## config.mk

```make
export PLATFORM = sky130hd
export DESIGN_NAME = repne_cmps_sequencer
export DESIGN_NICKNAME = d
export VERILOG_FILES = /design/src/rtl/repne_cmps_sequencer.sv
export SDC_FILE = /design/constraint.sdc
export NUM_CORES = 1
export LEC_CHECK = 0
export ABC_AREA = 0
export CORE_MARGIN = 2
export CORE_UTILIZATION = 45
export CTS_CLUSTER_DIAMETER = 60
export DETAILED_ROUTE_END_ITERATION = 10
export PLACE_DENSITY = 0.75
export SYNTH_ARGS = -nofsm -noshare
export SYNTH_HDL_FRONTEND = slang
export SYNTH_SLANG_ARGS = --single-unit
```

## constraint.sdc

```tcl
create_clock -name CLK -period 8.9 [get_ports CLK]
set_clock_uncertainty 0.2 [all_clocks]
set_input_delay 0.89 -clock CLK [delete_from_list [all_inputs] [get_ports CLK]]
set_output_delay 0.89 -clock CLK [all_outputs]
set_load 0.005 [all_outputs]
```

## src/rtl/repne_cmps_sequencer.sv

```systemverilog
// repne_cmps_sequencer
// Writeback-stage sequencer for CMPS / REPNE CMPS. Stalls decode while a
// string compare is in flight, issues the two CMPS micro-op phases once per
// iteration, keeps private copies of ESI/EDI/ECX, and decides REPNE
// termination from the compare's ZF.
//
// Handshake: uop_ack and cmp_done are single-cycle, already-qualified
// retirement strobes from writeback. uop_ack is honored only while UOP1 is
// showing, and cmp_done only while UOP2 is showing; anywhere else they are
// dropped. There is no backpressure on the outputs: ld_ptrs, ld_ecx and done
// are one-cycle pulses that writeback must consume in the cycle they appear.
//
// All outputs come straight from flops. Their next values are derived from
// the next-state values, so each output changes on the same edge as the
// state that it describes, and no input reaches an output combinationally.
// dbg_state_o exposes the FSM state for checkers.

module repne_cmps_sequencer (
  input  logic        CLK,
  input  logic        RST,
  input  logic        start,
  input  logic        rep,
  input  logic [1:0]  datasize,
  input  logic        df,
  input  logic [31:0] esi_in,
  input  logic [31:0] edi_in,
  input  logic [31:0] ecx_in,
  input  logic        uop_ack,
  input  logic        cmp_done,
  input  logic        zf_in,
  output logic        busy,
  output logic        first_uop,
  output logic        second_uop,
  output logic        first_of_repne,
  output logic [31:0] esi_out,
  output logic [31:0] edi_out,
  output logic [31:0] ecx_out,
  output logic        ld_ptrs,
  output logic        ld_ecx,
  output logic        done,
  output logic        repne_term,
  output logic [1:0]  dbg_state_o
);

  typedef enum logic [1:0] {
    S_IDLE = 2'd0,
    S_UOP1 = 2'd1,
    S_UOP2 = 2'd2,
    S_DONE = 2'd3
  } state_t;

  // Sequence state
  state_t      state_q, state_d;
  logic        rep_q, rep_d;
  logic        df_q, df_d;
  logic [2:0]  size_q, size_d;
  logic [31:0] esi_q, esi_d;
  logic [31:0] edi_q, edi_d;
  logic [31:0] ecx_q, ecx_d;
  logic        first_iter_q, first_iter_d;
  logic        term_q, term_d;

  // Registered outputs
  logic        ld_ptrs_q, ld_ptrs_d;
  logic        ld_ecx_q, ld_ecx_d;
  logic        busy_q, busy_d;
  logic        first_uop_q, first_uop_d;
  logic        second_uop_q, second_uop_d;
  logic        first_of_repne_q, first_of_repne_d;
  logic        done_q, done_d;
  logic        repne_term_q, repne_term_d;

  // Datapath helpers
  logic [31:0] step;
  logic [31:0] ecx_dec;

  // Element size in bytes; encoding 3 behaves as a dword.
  function automatic logic [2:0] size_bytes(input logic [1:0] ds);
    logic [2:0] sz;
    case (ds)
      2'd0:    sz = 3'd1;
      2'd1:    sz = 3'd2;
      default: sz = 3'd4;
    endcase
    return sz;
  endfunction

  // Next-state, datapath and next-output computation.
  always_comb begin
    state_d      = state_q;
    rep_d        = rep_q;
    df_d         = df_q;
    size_d       = size_q;
    esi_d        = esi_q;
    edi_d        = edi_q;
    ecx_d        = ecx_q;
    first_iter_d = first_iter_q;
    term_d       = term_q;
    ld_ptrs_d    = 1'b0;
    ld_ecx_d     = 1'b0;
    step         = {29'd0, size_q};
    ecx_dec      = ecx_q - 32'd1;

    case (state_q)
      S_IDLE: begin
        if (start) begin
          rep_d  = rep;
          df_d   = df;
          size_d = size_bytes(datasize);
          esi_d  = esi_in;
          edi_d  = edi_in;
          ecx_d  = ecx_in;
          // A REPNE with nothing to count is finished before it starts;
          // it still reports termination so writeback sees a clean end.
          if (rep && (ecx_in == 32'd0)) begin
            state_d      = S_DONE;
            term_d       = 1'b1;
            first_iter_d = 1'b0;
          end else begin
            state_d      = S_UOP1;
            term_d       = 1'b0;
            first_iter_d = 1'b1;
          end
        end
      end

      S_UOP1: begin
        // A cmp_done arriving here (even alongside uop_ack) is dropped.
        if (uop_ack) begin
          first_iter_d = 1'b0;
          state_d      = S_UOP2;
        end
      end

      S_UOP2: begin
        if (cmp_done) begin
          // Pointer arithmetic wraps silently at 2^32.
          esi_d     = df_q ? (esi_q - step) : (esi_q + step);
          edi_d     = df_q ? (edi_q - step) : (edi_q + step);
          ld_ptrs_d = 1'b1;
          if (rep_q) begin
            ecx_d    = ecx_dec;
            ld_ecx_d = 1'b1;
            if (zf_in || (ecx_dec == 32'd0)) begin
              term_d  = 1'b1;
              state_d = S_DONE;
            end else begin
              state_d = S_UOP1;
            end
          end else begin
            state_d = S_DONE;
          end
        end
      end

      S_DONE: begin
        state_d = S_IDLE;
      end

      default: begin
        state_d = S_IDLE;
      end
    endcase

    busy_d           = (state_d != S_IDLE);
    first_uop_d      = (state_d == S_UOP1);
    second_uop_d     = (state_d == S_UOP2);
    first_of_repne_d = (state_d == S_UOP1) & rep_d & first_iter_d;
    done_d           = (state_d == S_DONE);
    repne_term_d     = (state_d == S_DONE) & rep_d & term_d;
  end

  // State, datapath and output registers; reset abandons any sequence.
  always_ff @(posedge CLK) begin
    if (RST) begin
      state_q          <= S_IDLE;
      rep_q            <= 1'b0;
      df_q             <= 1'b0;
      size_q           <= 3'd0;
      esi_q            <= 32'd0;
      edi_q            <= 32'd0;
      ecx_q            <= 32'd0;
      first_iter_q     <= 1'b0;
      term_q           <= 1'b0;
      ld_ptrs_q        <= 1'b0;
      ld_ecx_q         <= 1'b0;
      busy_q           <= 1'b0;
      first_uop_q      <= 1'b0;
      second_uop_q     <= 1'b0;
      first_of_repne_q <= 1'b0;
      done_q           <= 1'b0;
      repne_term_q     <= 1'b0;
    end else begin
      state_q          <= state_d;
      rep_q            <= rep_d;
      df_q             <= df_d;
      size_q           <= size_d;
      esi_q            <= esi_d;
      edi_q            <= edi_d;
      ecx_q            <= ecx_d;
      first_iter_q     <= first_iter_d;
      term_q           <= term_d;
      ld_ptrs_q        <= ld_ptrs_d;
      ld_ecx_q         <= ld_ecx_d;
      busy_q           <= busy_d;
      first_uop_q      <= first_uop_d;
      second_uop_q     <= second_uop_d;
      first_of_repne_q <= first_of_repne_d;
      done_q           <= done_d;
      repne_term_q     <= repne_term_d;
    end
  end

  assign busy           = busy_q;
  assign first_uop      = first_uop_q;
  assign second_uop     = second_uop_q;
  assign first_of_repne = first_of_repne_q;
  assign esi_out        = esi_q;
  assign edi_out        = edi_q;
  assign ecx_out        = ecx_q;
  assign ld_ptrs        = ld_ptrs_q;
  assign ld_ecx         = ld_ecx_q;
  assign done           = done_q;
  assign repne_term     = repne_term_q;
  assign dbg_state_o    = state_q;

endmodule

```

==> summary.md, run 1 <==
| Metric | Value |
|---|---|
| Clk sinks | 113 |
| Netlist cell types | 74 |
| Hold-fix buffers, CTS | 0 |
| Drt drc | 0 |
| VDD IR max | 0.174 mV |
| Die ar. | 0.0209 mm2 |
| Min Tclk post-route | 5.08 ns |
| H-tree levels | 4 |
| Max Cap Viol | 0 |
| Detailed Place HPWL | 20100 um |
| Lkg Pwr | 4.52 nW |
| Crit. End Element | flop |
| CORE AREA | 0.0194 mm2 |
| Die W | 145 um |
| Multi-input logic area | 0.00629 mm2 |
| Min Hold Slack | 0.287 ns |
| Wire length per cell | 17.3 um |
| Status | finished, final reports clean |
| Layout cells sized above 1 | 0.0508 |
| Setup crit start kind | flop |
| Initial antenna violation count | 1 |
| Rows | 51 |
| Worst-skew pair later-pin latency | 0.43 ns |
| Gr ovfl total | 0 |
| Pins Over Slew Limit | 0 |
| Worst slew pin tran | 1.19 ns |
| Critical Path AT | 5.21 ns |
| Dominant cells by area after synthesis | dfxtp_1, ha_1, nor2_1 |
| Sequential fraction of the synthesis area | 0.255 |
| Fin area | 0.0118 mm2 |
| Starting density of the core | 0.458 |
| Pwr per Cell Area | 205 mW/mm2 |
| Fillers | 1774 |
| Clk pin slew, worst setup/hold paths | 0.06 ns |
| Worst-path maximum fanout | 17 |
| Via density | 5.92 |
| NumNets Final | 1538 |
| Setup Fix Bufs, Post-CTS | 0 |
| CP Class | reg2reg |
| Yosys reg bits | 113 |
| Vias in the first global route | 9143 |
| RSZ-0062 raised after global routing | no |
| Largest net degree at the start of global routing | 101 |
| Synth-to-Final Area Change | 32.5% |
| DP Area | 0.0111 mm2 |
| Final hold viol count | 0 |
| Synth Net Count | 1368 |
| Final Setup Violations | 0 |
| # resized after CTS | 0 |
| Die height | 145 um |
| Initial DRC Count | 622 |
| Final wirelength | 28400 um |
| GP Congestion | 0.955 |
| Worst hold path type | reg2reg |
| Worst path required time | 9.03 ns |
| Via count | 9729 |
| Cell with the most instances after synthesis | nor2_1 |
| Final Util | 0.607 |
| Synthesized area | 0.00889 mm2 |
| Post-synth EDFFs | 0 |
| Post-Syn Area per Cell | 7.44 um2 |
| Boundary Pins | 212 |
| DRT Pass-1 Iters | 5 |
| Slew headroom | 0.206 |
| Register area | 0.00226 mm2 |
| Yosys synthesis warning count | 0 |
| Post-synthesis instance total | 1194 |
| First-pass GRT wire length | 45200 um |
| Synth top area share | 0.255 |
| CTS root buffer | clkbuf_16 |
| DRT antenna net count | 0 |
| Top cells by count, synth | nor2_1, nand2_1, dfxtp_1 |
| Leading area contributor after synthesis | dfxtp_1 |
| Max frequency | 197 MHz |
| CTS tree | done |
| Crit share post-route | 0.571 |
| Clock Tree Buf Depth | 2 |
| GRT Util Overall | 0.271 |
| Number of clock buffers inserted by TritonCTS | 17 |
| Port bufs | 211 |
| Async SR Flop Fraction | 0 |
| Setup_tns | 0 ns |
| Main synth FF type | dfxtp_1 |
[metal layers]
layer,track usage,part of all wire
met5,0,0
met1,0.353,0.43
met2,0.450,0.47
met3,0.0477,0.077
met4,0.0966,0.023
[registers in the layout (all words and copies together) (netlist names)]
| name | count |
|---|---|
| second_uop | 1 |
| first_iter_q | 1 |
| dbg_state_o | 2 |
| df_q | 1 |
| edi_out | 32 |
| first_uop | 1 |
| size_q | 3 |
| done | 1 |
| ld_ecx | 1 |
| ld_ptrs | 1 |
| first_of_repne | 1 |
| rep_q | 1 |
| term_q | 1 |
| repne_term | 1 |
| ecx_out | 32 |
| esi_out | 32 |
| busy | 1 |
[cells by family (layout without fill, tap and decap cells)]
family                   Yosys count  in the layout  share of synthesized area
AO/OA/AOI/OAI                    406            406                      0.301
XOR/XNOR                          47             47                     0.0463
adder cells (fa/ha/maj)           68             68                     0.0974
buffers and inverters             93            276                     0.0404
flip-flops                       113            113                      0.255
multiplexers                      10             10                     0.0113
other                              0              1                          0
AND/OR/NAND/NOR                  457            457                      0.249
[where the power goes]
part | internal (mW) | leakage, nW | switching, mW
logic | 0.480 | 3.30 | 0.568
registers | 0.558 | 0.933 | 0.0681
clock network | 0.474 | 0.290 | 0.260
total | 1.51 | 4.52 | 0.896
[final timing paths]
| kind | slack, ns | startpoint | to | cells after the start |
|---|---|---|---|---|
| min | 0.29 | size_q[2]$_SDFFE_PP0P_ | size_q[2]$_SDFFE_PP0P_ | 2 |
| max | 3.82 | size_q[0]$_SDFFE_PP0P_ | esi_out[30]$_SDFFE_PP0P_ | 15 |
| min reg2reg | 0.29 | size_q[2]$_SDFFE_PP0P_ | size_q[2]$_SDFFE_PP0P_ | 2 |
| max reg2reg | 3.82 | size_q[0]$_SDFFE_PP0P_ | esi_out[30]$_SDFFE_PP0P_ | 15 |
[worst max-delay path, cell delays in order (launching register included)]
cell      delay, ns
dfxtp_1        0.38
inv_1          0.07
a31oi_1        0.55
inv_1          0.48
buf_4          0.36
ha_1           0.35
o21ai_0        0.17
a211oi_1       0.45
a211oi_1       0.20
o21ai_0        0.28
nand2_1        0.14
o21ai_0        0.51
a21oi_1        0.20
o31ai_1        0.27
xnor2_1        0.10
a221oi_1       0.26
[area by class of cell]
| type | count | area share |
|---|---|---|
| repair buffers | 217 | 0.183 |
| well taps | 265 | 0.0282 |
| clock buffers | 18 | 0.0373 |
| inverters | 27 | 0.00861 |
| diodes | 1 | 0.000213 |
| multi-input cells | 988 | 0.535 |
| clock inverters | 14 | 0.0160 |
| flip-flops and latches | 113 | 0.192 |
[through the flow]
step	worst slack, ns	std cells	power (mW)
CTS	3.88	1642	2.41
detailed placement	3.89	1610	1.66
global placement	4.02	1610	1.65
finish	3.82	1643	2.41
floorplan	4.81	1194	1.35
global route	3.42	1642	2.57
[cell usage in the layout (no fill, tap or decap), types with 31 or more instances in the layout]
cell type / instances
clkdlybuf4s50_1: 210
nor2_1: 158
nand2_1: 128
dfxtp_1: 113
a21oi_1: 109
o21ai_0: 88
ha_1: 66
a211oi_1: 44
nor3_1: 36
a21o_1: 35
xnor2_1: 31
(Power assumes the default switching activity.)
==> run 2, diff against run 1 <==
- clock period: 8.9 -> 5.2 ns (I/O delays scaled with it)
==> summary.md, run 2 (synthesized netlist as in run 1, its figures left out) <==
| Metric | Value |
|---|---|
| Number of clock buffers inserted by TritonCTS | 17 |
| Max Cap Viol | 0 |
| Setup Fix Bufs, Post-CTS | 0 |
| Status | finished, final reports clean |
| DRT antenna net count | 0 |
| Die W | 145 um |
| Min Tclk post-route | 4.56 ns |
| Starting density of the core | 0.458 |
| Die ar. | 0.0209 mm2 |
| GP Congestion | 0.946 |
| CP delay by family, top | compound AO/OA/AOI/OAI gates |
| RSZ-0062 raised after global routing | no |
| Layout cells sized above 1 | 0.0535 |
| Die height | 145 um |
| Most frequent cells in the layout | clkdlybuf4s50_1, nor2_1, nand2_1 |
| Clk pin slew, worst setup/hold paths | 0.05 ns |
| Fillers | 1767 |
| Crit-path most repeated cell | o21ai_0 |
| Setup crit start kind | flop |
| Critical Path AT | 4.69 ns |
| Drt drc | 0 |
| WHS Endpoint | esi_out[30]$_SDFFE_PP0P_ |
| Register area | 0.00226 mm2 |
| Gr ovfl total | 0 |
| Clk sinks | 113 |
| Worst-path maximum fanout | 18 |
| Worst slew pin tran | 0.993 ns |
| Comb pwr share | 0.434 |
| Via count | 9776 |
| Worst reg-to-reg path cell count | 15 |
| Worst Path Buf+Inv | 3 |
| Boundary Pins | 212 |
| Wire length per cell | 17.5 um |
| H-tree levels | 4 |
| Pins Over Slew Limit | 0 |
| P_int | 2.65 mW |
| Worst hold path type | reg2reg |
| Sw Share | 0.366 |
| HP Start | esi_out[30]$_SDFFE_PP0P_ |
| Clk pwr share | 0.310 |
| GRT Util Overall | 0.272 |
| Worst-skew pair later-pin latency | 0.43 ns |
| Hold Path Depth | 2 |
| Port bufs | 211 |
| Critical R2R Launch | size_q[0]$_SDFFE_PP0P_ |
| # resized after CTS | 0 |
| Detailed Place HPWL | 20400 um |
| Hold-fix buffers, CTS | 0 |
| Crit. End Element | flop |
| Setup_tns | 0 ns |
| CORE AREA | 0.0194 mm2 |
| Cells along the critical path | inv_1 > a31oi_1 > buf_4 > inv_1 > ha_1 > o21ai_0 > a211oi_1 > a211oi_1 > o21ai_0 > nand2_1 > o21ai_0 > a21oi_1 > o31ai_1 > xnor2_1 > a221oi_1 |
| Final Util | 0.610 |
| Multi-input logic area | 0.00629 mm2 |
| Commonest non-fill, non-tap cell in the layout | clkdlybuf4s50_1 |
| CP Class | reg2reg |
| Vias in the first global route | 9163 |
| Worst path required time | 5.33 ns |
| Max frequency | 219 MHz |
| CTS root buffer | clkbuf_16 |
| Pwr per Cell Area | 354 mW/mm2 |
| Sequential power share | 0.256 |
| Final hold viol count | 0 |
| Synth-to-Final Area Change | 33.2% |
| VDD IR max | 0.274 mV |
| Reg-to-Reg End | esi_out[30]$_SDFFE_PP0P_ |
| Via density | 5.93 |
| First-pass GRT wire length | 45500 um |
| Max stage delay cell, worst path | ha_1 |
| CP max stage delay | 0.48 ns |
| Largest net degree at the start of global routing | 91 |
| Initial DRC Count | 657 |
| CTS tree | done |
| Crit share post-route | 0.878 |
| Flop2flop setup slack | 0.64 ns |
| WP depth | 15 |
| DRT Pass-1 Iters | 5 |
| Slew headroom | 0.338 |
| Initial antenna violation count | 1 |
| NumNets Final | 1544 |
| Rows | 51 |
| Switching pwr | 1.53 mW |
| Final Setup Violations | 0 |
| Final wirelength | 28800 um |
| Lkg Pwr | 4.58 nW |
| Clock Tree Buf Depth | 2 |
[run 2: changes by cell type in the layout (fill, tap and decap cells not counted)]
cell	previous run	this run
clkbuf_1	0	1
clkbuf_8	1	2
bufinv_16	4	5
buf_4	7	13
clkinvlp_4	6	2
clkinv_2	3	4
clkinv_4	1	0
[run 2: area by class of cell]
class | count | area share
antenna | 1 | 0.000211
clock buffer | 20 | 0.0386
clock inverter | 11 | 0.0156
inverter | 27 | 0.00856
multi-input combinational | 988 | 0.532
sequential | 113 | 0.191
tap | 265 | 0.0280
timing repair buffer | 223 | 0.186
[run 2: power by group through the flow]
stage / clock network, mW / logic, mW / registers (mW)
after global routing: 1.35 / 2.00 / 1.08
after global placement: 0 / 1.76 / 1.09
after CTS: 1.31 / 1.80 / 1.07
final: 1.30 / 1.82 / 1.07
after detailed placement: 0 / 1.78 / 1.09
after floorplan: 0 / 1.25 / 1.06
[run 2: how the worst max path moves through the flow]
stage / start / slack [ns] / endpoint
after floorplan: size_q[0]$_SDFFE_PP0P_ / 1.11 / esi_out[30]$_SDFFE_PP0P_
after global placement: size_q[0]$_SDFFE_PP0P_ / 0.92 / esi_out[30]$_SDFFE_PP0P_
after detailed placement: size_q[0]$_SDFFE_PP0P_ / 0.73 / esi_out[30]$_SDFFE_PP0P_
after CTS: size_q[0]$_SDFFE_PP0P_ / 0.69 / esi_out[30]$_SDFFE_PP0P_
after global routing: size_q[0]$_SDFFE_PP0P_ / 0.34 / esi_out[30]$_SDFFE_PP0P_
final: size_q[0]$_SDFFE_PP0P_ / 0.64 / esi_out[30]$_SDFFE_PP0P_
[run 2: per-layer routing]
metal  GRT usage  share of wire
met5           0              0
met4      0.0833          0.014
met1       0.351           0.44
met3      0.0470          0.067
met2       0.464           0.48
[run 2: worst reg2reg max path: cells and delay by family (launching register included)]
family | cells | cell delay, ns
AO/OA/AOI/OAI | 9 | 2.59
buffers and inverters | 3 | 0.58
adder cells (fa/ha/maj) | 1 | 0.49
XOR/XNOR | 1 | 0.10
AND/OR/NAND/NOR | 1 | 0.12
flip-flops | 1 | 0.38
[run 2: per-stage QoR]
stage	hold WS, ns	cell area (um2)	power, mW	cells	setup WS [ns]
floorplan	0.249	8890	2.30	1194	1.11
global placement	0.257	11200	2.85	1616	0.917
detailed placement	0.286	11200	2.86	1616	0.728
CTS	0.294	11800	4.18	1647	0.692
global route	0.326	11800	4.44	1647	0.336
finish	0.295	11800	4.19	1648	0.636
==> run 3, diff against run 2 <==
- CORE_UTILIZATION: 45 -> 51
- PLACE_DENSITY: 0.75 -> 0.84
==> summary.md, run 3 (synthesized netlist as in run 1, its figures left out) <==
| Metric | Value |
|---|---|
| CTS root buffer | clkbuf_16 |
| Min Tclk post-route | 4.48 ns |
| Port bufs | 211 |
| Boundary Pins | 212 |
| Worst slew pin tran | 1.21 ns |
| Largest net degree at the start of global routing | 101 |
| Via density | 6.20 |
| Worst reg-to-reg path cell count | 15 |
| GR Layer Usage met1 | 0.386 |
| Die ar. | 0.0185 mm2 |
| Critical R2R Launch | size_q[0]$_SDFFE_PP0P_ |
| HP Start | size_q[2]$_SDFFE_PP0P_ |
| CP delay by family, top | compound AO/OA/AOI/OAI gates |
| Worst Path Buf+Inv | 3 |
| NumNets Final | 1540 |
| H-tree levels | 4 |
| DRT antenna net count | 0 |
| Final Setup Violations | 0 |
| Lkg Pwr | 4.54 nW |
| Global routing usage on met2 | 0.508 |
| Rows | 48 |
| Max stage delay cell, worst path | o21ai_0 |
| Setup crit start kind | flop |
| Drt drc | 0 |
| Clk sinks | 113 |
| GR Layer Usage met3 | 0.0585 |
| Initial DRC Count | 745 |
| Status | finished, final reports clean |
| Pwr per Cell Area | 349 mW/mm2 |
| Worst setup path start | size_q[0]$_SDFFE_PP0P_ |
| CP Class | reg2reg |
| Clock Tree Buf Depth | 2 |
| Setup Fix Bufs, Post-CTS | 0 |
| GP Congestion | 0.914 |
| Via count | 9919 |
| Final hold viol count | 0 |
| Die height | 136 um |
| Starting density of the core | 0.517 |
| Gr busiest metal | met2 |
| Flop2flop setup slack | 0.72 ns |
| Synth-to-Final Area Change | 31.8% |
| Max frequency | 223 MHz |
| Max Cap Viol | 0 |
| Wire length per cell | 17.8 um |
| RSZ-0062 raised after global routing | no |
| Detailed Place HPWL | 20100 um |
| Worst hold path type | reg2reg |
| CTS tree | done |
| Hold Path Depth | 2 |
| P_int | 2.58 mW |
| Ant diodes | 0 |
| DRT Pass-1 Iters | 5 |
| VDD IR max | 0.236 mV |
| Clk pin slew, worst setup/hold paths | 0.05 ns |
| Commonest non-fill, non-tap cell in the layout | clkdlybuf4s50_1 |
| Sequential power share | 0.262 |
| Setup_tns | 0 ns |
| Critical Path AT | 4.62 ns |
| GRT Util Overall | 0.307 |
| Worst path required time | 5.33 ns |
| Crit. End Element | flop |
| Die W | 136 um |
| Clk pwr share | 0.294 |
| Layout cells sized above 1 | 0.0487 |
| Vias in the first global route | 9415 |
| Switching pwr | 1.51 mW |
| Pwr Total | 4.09 mW |
| CP max stage delay | 0.50 ns |
| Initial antenna violation count | 0 |
| Pins Over Slew Limit | 0 |
| Worst-path maximum fanout | 18 |
| Comb pwr share | 0.444 |
| Most frequent cells in the layout | clkdlybuf4s50_1, nor2_1, nand2_1 |
| Crit-path most repeated cell | o21ai_0 |
| Gr ovfl total | 0 |
| CORE AREA | 0.0172 mm2 |
| Number of clock buffers inserted by TritonCTS | 17 |
| Crit share post-route | 0.862 |
| Worst-skew pair later-pin latency | 0.43 ns |
| Cells along the critical path | inv_1 > a31oi_1 > buf_4 > inv_1 > ha_1 > o21ai_0 > a211oi_1 > a211oi_1 > o21ai_0 > nand2_1 > o21ai_0 > a21oi_1 > o31ai_1 > xnor2_1 > a221oi_1 |
| Hold-fix buffers, CTS | 0 |
| Slew headroom | 0.190 |
| Reg-to-Reg End | esi_out[30]$_SDFFE_PP0P_ |
| Fin cells | 1601 |
| WHS Endpoint | size_q[2]$_SDFFE_PP0P_ |
| # resized after CTS | 0 |
| Sw Share | 0.370 |
| Final wirelength | 28400 um |
| Placed instance count | 1572 |
| First-pass GRT wire length | 46000 um |
## run 3: power by group through the flow
stage,Sequential (mW),Combinational [mW],Clock [mW]
finish,1.07,1.82,1.20
detailed placement,1.08,1.77,0
floorplan,1.06,1.25,0
global placement,1.08,1.74,0
global route,1.08,2.00,1.25
CTS,1.07,1.79,1.21
## run 3: how the worst max path moves through the flow
stage	endpoint	slack [ns]	cells past startpoint
after floorplan	esi_out[30]$_SDFFE_PP0P_	1.11	14
after global placement	esi_out[30]$_SDFFE_PP0P_	0.98	15
after detailed placement	esi_out[30]$_SDFFE_PP0P_	0.83	15
after CTS	esi_out[30]$_SDFFE_PP0P_	0.77	15
after global routing	esi_out[30]$_SDFFE_PP0P_	0.43	15
final	esi_out[30]$_SDFFE_PP0P_	0.72	15
## run 3: worst min-delay path: cells and delay by family, from the launching register on
family / cells / cell delay, ns
AND/OR/NAND/NOR: 1 / 0.05
AO/OA/AOI/OAI: 1 / 0.05
flip-flops: 1 / 0.32
## run 3: cell type report
class,count,area [um2]
multi-input cells,988,6290
fillers,1447,5460
flip-flops and latches,113,2260
repair buffers,219,2180
clock buffers,23,488
well taps,225,282
clock inverters,6,105
inverters,27,101
## run 3: per-stage QoR
step	setup slack (ns)	util	area [um2]	hold slack, ns
6_report	0.717	0.682	11700	0.275
3_3_place_gp	0.981	0.648	11100	0.263
5_1_grt	0.427	0.682	11700	0.316
3_5_place_dp	0.825	0.648	11100	0.268
2_1_floorplan	1.11	-	8890	0.249
4_1_cts	0.774	0.682	11700	0.273
## run 3: metal layers
layer	vias up	wire, um
li1	4783	-
met1	4638	12000
met2	416	13300
met3	82	2100
met4	0	1030
met5	-	0
